### config.mk
export PLATFORM = sky130hd
export DESIGN_NAME = conv_operand_loader
export DESIGN_NICKNAME = d
export VERILOG_FILES = /design/src/rtl/conv_operand_loader.sv
export SDC_FILE = /design/constraint.sdc
export NUM_CORES = 1
export LEC_CHECK = 0
export BUFFER_PORTS_ARGS = -buffer_cell sky130_fd_sc_hd__buf_2
export CORE_ASPECT_RATIO = 1.75
export CORE_MARGIN = 3
export CORE_UTILIZATION = 48
export DETAILED_ROUTE_END_ITERATION = 8
export GPL_TIMING_DRIVEN = 0
export PLACE_DENSITY = 0.72
export RECOVER_POWER = 100
export SETUP_SLACK_MARGIN = 0.5
export SLEW_MARGIN = 40
export SYNTH_ARGS = -nofsm -noshare
export SYNTH_HDL_FRONTEND = slang
export SYNTH_SLANG_ARGS = --single-unit
export TNS_END_PERCENT = 1
### constraint.sdc
create_clock -name clk -period 2.5 [get_ports clk]
set_input_delay 0.25 -clock clk [delete_from_list [all_inputs] [get_ports clk]]
set_output_delay 0.25 -clock clk [all_outputs]
set_load 0.01 [all_outputs]
### src/rtl/conv_operand_loader.sv
// Operand loader for the 4x4-image / 3x3-kernel serial convolution filter.
// Collects a 25-byte frame, starts the filter, and holds operands until it finishes.
module conv_operand_loader #(
  parameter int DW      = 8,
  parameter int TIMEOUT = 64
) (
  input  logic          clk,
  input  logic          rst,
  input  logic [DW-1:0] in_data,
  input  logic          in_valid,
  input  logic          in_last,
  output logic          in_ready,
  output logic [DW-1:0] a11, a12, a13, a14,
  output logic [DW-1:0] a21, a22, a23, a24,
  output logic [DW-1:0] a31, a32, a33, a34,
  output logic [DW-1:0] a41, a42, a43, a44,
  output logic [DW-1:0] b11, b12, b13,
  output logic [DW-1:0] b21, b22, b23,
  output logic [DW-1:0] b31, b32, b33,
  output logic          filter_rst,
  input  logic          filter_done,
  output logic          busy,
  output logic          frame_err,
  output logic          timeout_err
);

  localparam int TW = (TIMEOUT > 1) ? $clog2(TIMEOUT) : 1;

  typedef enum logic [1:0] {LOAD, START, BUSY} state_t;

  state_t        state, state_n;
  logic [4:0]    cnt, cnt_n;
  logic [TW-1:0] tcnt, tcnt_n;
  logic          done_q;
  logic          accept, rel, frame_bad, tmo;
  logic [DW-1:0] img  [16];
  logic [DW-1:0] kern [9];

  assign in_ready   = (state == LOAD);
  assign filter_rst = (state == START);
  assign busy       = (state != LOAD);

  always_ff @(posedge clk) begin
    if (rst) state <= LOAD;
    else     state <= state_n;
  end

  // Only a 0->1 edge of filter_done releases BUSY, so a done left high is ignored.
  always_comb begin
    state_n   = state;
    cnt_n     = cnt;
    tcnt_n    = tcnt;
    accept    = 1'b0;
    rel       = 1'b0;
    frame_bad = 1'b0;
    tmo       = 1'b0;
    case (state)
      LOAD: begin
        accept = in_valid;
        if (accept) begin
          if (cnt < 5'd24) begin
            if (in_last) begin
              frame_bad = 1'b1;
              cnt_n     = 5'd0;
            end else begin
              cnt_n = cnt + 5'd1;
            end
          end else begin
            cnt_n = 5'd0;
            if (in_last) state_n   = START;
            else         frame_bad = 1'b1;
          end
        end
      end
      START: begin
        state_n = BUSY;
        tcnt_n  = '0;
      end
      BUSY: begin
        rel = filter_done & ~done_q;
        if (rel) begin
          state_n = LOAD;
        end else if (tcnt == TW'(TIMEOUT - 1)) begin
          tmo     = 1'b1;
          state_n = LOAD;
        end else begin
          tcnt_n = tcnt + TW'(1);
        end
      end
      default: state_n = LOAD;
    endcase
  end

  // Bytes 0..15 land in the image bank, 16..24 in the kernel bank via cnt[3:0].
  always_ff @(posedge clk) begin
    if (rst) begin
      cnt         <= 5'd0;
      tcnt        <= '0;
      done_q      <= 1'b0;
      frame_err   <= 1'b0;
      timeout_err <= 1'b0;
      for (int i = 0; i < 16; i++) img[i]  <= '0;
      for (int i = 0; i < 9; i++)  kern[i] <= '0;
    end else begin
      cnt         <= cnt_n;
      tcnt        <= tcnt_n;
      done_q      <= filter_done;
      frame_err   <= frame_bad;
      timeout_err <= tmo;
      if (accept) begin
        if (!cnt[4])                       img[cnt[3:0]]  <= in_data;
        else if (cnt < 5'd24 || in_last)   kern[cnt[3:0]] <= in_data;
      end
    end
  end

  assign a11 = img[0];  assign a12 = img[1];  assign a13 = img[2];  assign a14 = img[3];
  assign a21 = img[4];  assign a22 = img[5];  assign a23 = img[6];  assign a24 = img[7];
  assign a31 = img[8];  assign a32 = img[9];  assign a33 = img[10]; assign a34 = img[11];
  assign a41 = img[12]; assign a42 = img[13]; assign a43 = img[14]; assign a44 = img[15];

  assign b11 = kern[0]; assign b12 = kern[1]; assign b13 = kern[2];
  assign b21 = kern[3]; assign b22 = kern[4]; assign b23 = kern[5];
  assign b31 = kern[6]; assign b32 = kern[7]; assign b33 = kern[8];

endmodule

==> impl_metrics.csv <==
group,metric,value,unit
timing,max_slew.worst_pin.slew,800,ps
power_and_ir_drop,netSwitchingFraction,21.4,%
setup_path,reg2reg_depth,7,
logic_synthesis,yosys.area_share.simple,20.4,%
setup_path,r2r_setup_slack,240,ps
grt,antenna_found_initial,0,
job,drv_cap,0,
setup_path,critPathLaunchType,"flip-flop",
route,firstDrtPassIters,5,
setup_path,path_max_fanout,10,
finish,antennaDiodeCount,0,
route,routed_via_density,5.28,
setup_path,timing.rr.start,"state[1]$_SDFFE_PP0P_",
logic_synthesis,synth-adder-area-share,1.45,%
finish,syn_to_final_growth,23.1,%
power_and_ir_drop,p_leak,0.00399,µW
logic_synthesis,synth_compound_area_share,2.34,%
grt,grt_first_pass_wirelength,32500,µm
setup_path,slowest_stage,"or4b_4",
route,finalWirelength,22300,µm
clock_network,numCtsBuffers,19,
logic_synthesis,synth_top_family_by_area,"simple AND/OR/NAND/NOR gates",
finish,final_cells,1082,
placed_design,gp_congestion,0.841,
finish,final_net_count,866,
logic_synthesis,ys_types,38,
timing,max_freq,442,MHz
finish,fin_util,60.5,%
floorplanning,io-pin-count,218,
logic_synthesis,ys_seq_area_share,73.4,%
floorplanning,row_count,64,
logic_synthesis,ys_seq_elements,216,
finish,final_common_cell,"clkbuf_1",
setup_path,crit_type,"reg -> reg",
timing,holdWs,9.73,ps
placed_design,io_buffers,217,
clock_network,cts.clk_slew.worst_paths,70,ps
min_path,min-delay-start,"filter_done",
timing,finalHoldViolCount,0,
power_and_ir_drop,switchingPower,1590,µW
min_path,worstHoldPathCells,2,
setup_path,worstPathArrival,2420,ps
logic_synthesis,synth_xor_area_share,0,%
power_and_ir_drop,p_per_area,701,nW/µm²
timing,fin_skew,13.1,ps
route,drtIter0Drc,315,
finish,drive_gt1_share,11.8,%
floorplanning,start_util,49.2,%
setup_path,end_kind,"flip-flop",
placed_design,dp_hpwl,16000,µm
grt,grt.total_usage,22.0,%
grt,grt_pass1_vias,5717,
route,vias,5716,
logic_synthesis,syn_inst,592,
logic_synthesis,synth_nets,615,
floorplanning,core,17500,µm²
clock_network,postCtsHoldBufs,0,
clock_network,cts_tree,"yes",
route,wl_per_cell,20.6,µm
timing,rsz0062_at_grt,"true",
timing,setup_violations,0,
route,drc,0,
finish,layout_common_cells,"clkbuf_1 (238), edfxtp_1 (200), and2_0 (71)",
power_and_ir_drop,seqPwrFrac,55.1,%
placed_design,dp_cells,1040,
clock_network,clockRootBuffer,"clkbuf_16",
power_and_ir_drop,ir_drop,532,µV
clock_network,insertion_delay,480,ps
grt,overflow,0,
placed_design,pre_cts_ws,-62.6,ps
route,ant_nets,0,
timing,slew_violations,0,
status,status,"completed",
floorplanning,die_w,107,µm
setup_path,slowest_delay,580,ps
clock_network,clock-sinks,216,
floorplanning,die_y,183,µm
setup_path,required,2660,ps
clock_network,clk_path_buf_depth,3,
logic_synthesis,syn_area,8620,µm²
setup_path,path_cells,"inv_1 > ha_4 > nand2_4 > or4b_4 > nor2_4 > buf_6 > a21o_1",
floorplanning,die-area,19700,µm²
min_path,min_to,"done_q$_SDFF_PP0_",
timing,final_critical_path_setup_slack,237,ps
power_and_ir_drop,pwr-share-clk,39.5,%
min_path,hold_path.class,"in -> reg",
power_and_ir_drop,combPwrFrac,5.4,%
logic_synthesis,muxShareOfSynthArea,0.232,%
grt,grt_max_degree,18,
setup_path,reg2reg_to,"kern[7][0]$_SDFFCE_PN0P_",
power_and_ir_drop,p_int,5850,µW
timing,finalCriticalPeriod,2260,ps
timing,fin_tns_setup,0,ps
clock_network,htreeDepth,1,
logic_synthesis,yosysWarningCount,0,
timing,timing.final.crit_share,90.5,%
logic_synthesis,postSynthAreaPerCell,14.6,µm²
timing,relSlewSlack,46.7,%
[per-layer routing]
layer	part of all wire, %	global-route usage (%)
met1	35	24.3
met5	0	0
met2	54	41.6
met4	3.5	8.45
met3	7.2	3.45
[cells by family after synthesis]
kind of cell,count (synthesis)
AOI/OAI and AO/OA,31
adders and majority gates,10
buffers and inverters,44
DFF,216
muxes,2
and+or+nand+nor,289
[per-stage QoR]
stage | total power [µW] | area (µm²)
2_1_floorplan | 4370 | 8680
3_3_place_gp | 4590 | 10100
3_5_place_dp | 4600 | 10100
4_1_cts | 7500 | 10900
5_1_grt | 7620 | 10600
6_report | 7440 | 10600
[area by class of cell]
type,count,area (µm²)
inverter,9,33.8
multi-input combinational,332,2260
clock buffer,19,475
fill,1432,6920
timing repair buffer,230,913
tap,231,289
buffer,35,178
clock inverter,10,134
sequential,216,6330
[what timing repair did]
action / 4_1_cts / 5_1_grt
resized for setup: 51 / 4
gates cloned: 0 / 1
pin swaps: 7 / 1
buffers inserted: 9 / 3
endpoints found under the setup margin: 322 / 267
[worst max path at each step]
stage                               start                       end  slack, ps
floorplan             cnt[3]$_SDFFE_PP0N_  kern[3][0]$_SDFFCE_PN0P_        240
global placement    state[0]$_SDFFE_PP0P_  kern[5][1]$_SDFFCE_PN0P_         10
detailed placement  state[0]$_SDFFE_PP0P_  kern[4][0]$_SDFFCE_PN0P_        -60
CTS                   cnt[3]$_SDFFE_PP0N_  kern[1][2]$_SDFFCE_PN0P_        350
global route        state[1]$_SDFFE_PP0P_  kern[7][1]$_SDFFCE_PN0P_        150
finish              state[1]$_SDFFE_PP0P_  kern[7][0]$_SDFFCE_PN0P_        240
[power groups by stage]
stage	Sequential, µW	Clock, µW	Combinational [µW]
4_1_cts	4100	2970	436
2_1_floorplan	4240	0	128
3_3_place_gp	4170	0	417
6_report	4100	2940	399
5_1_grt	4110	3080	429
3_5_place_dp	4180	0	425
[critical path: cells and delay by family (launching register included)]
family	cells	cell delay, ps
simple gates	3	820
flops	1	330
compound gates	1	300
buf+inv	2	290
fa+ha+maj	1	200
[sequential cells by signal, indices dropped and copies added (netlist names)]
register     count
img            128
state            2
frame_err        1
timeout_err      1
tcnt             6
done_q           1
kern            72
cnt              5
[cells in the mapped netlist (all sizes together)]
library cell  number  area share, %
dfxtp             16            3.7
nor2b              3           0.22
nor4bb             1           0.12
a22oi              1          0.087
ha                10            1.5
buf                4           0.45
a21o              10           0.87
o211ai             1          0.087
a21oi              9           0.52
a31oi              4           0.29
or4b               1           0.16
nor2              21            1.0
a211oi             1          0.087
nand3              8           0.46
nor4               1          0.073
nand2             11           0.51
or2               17            1.2
and3              66            4.8
inv                9           0.39
nand4              2           0.15
clkbuf            31            1.4
a311oi             1           0.10
a41o               1           0.12
nand2b             9           0.65
or4                2           0.17
and2             137            9.9
nor3               8           0.65
nor3b              1          0.087
and4bb             1           0.15
o21ai              3           0.17
mux2i              2           0.23
edfxtp           200             70
Power figures use the tool's default switching activity.
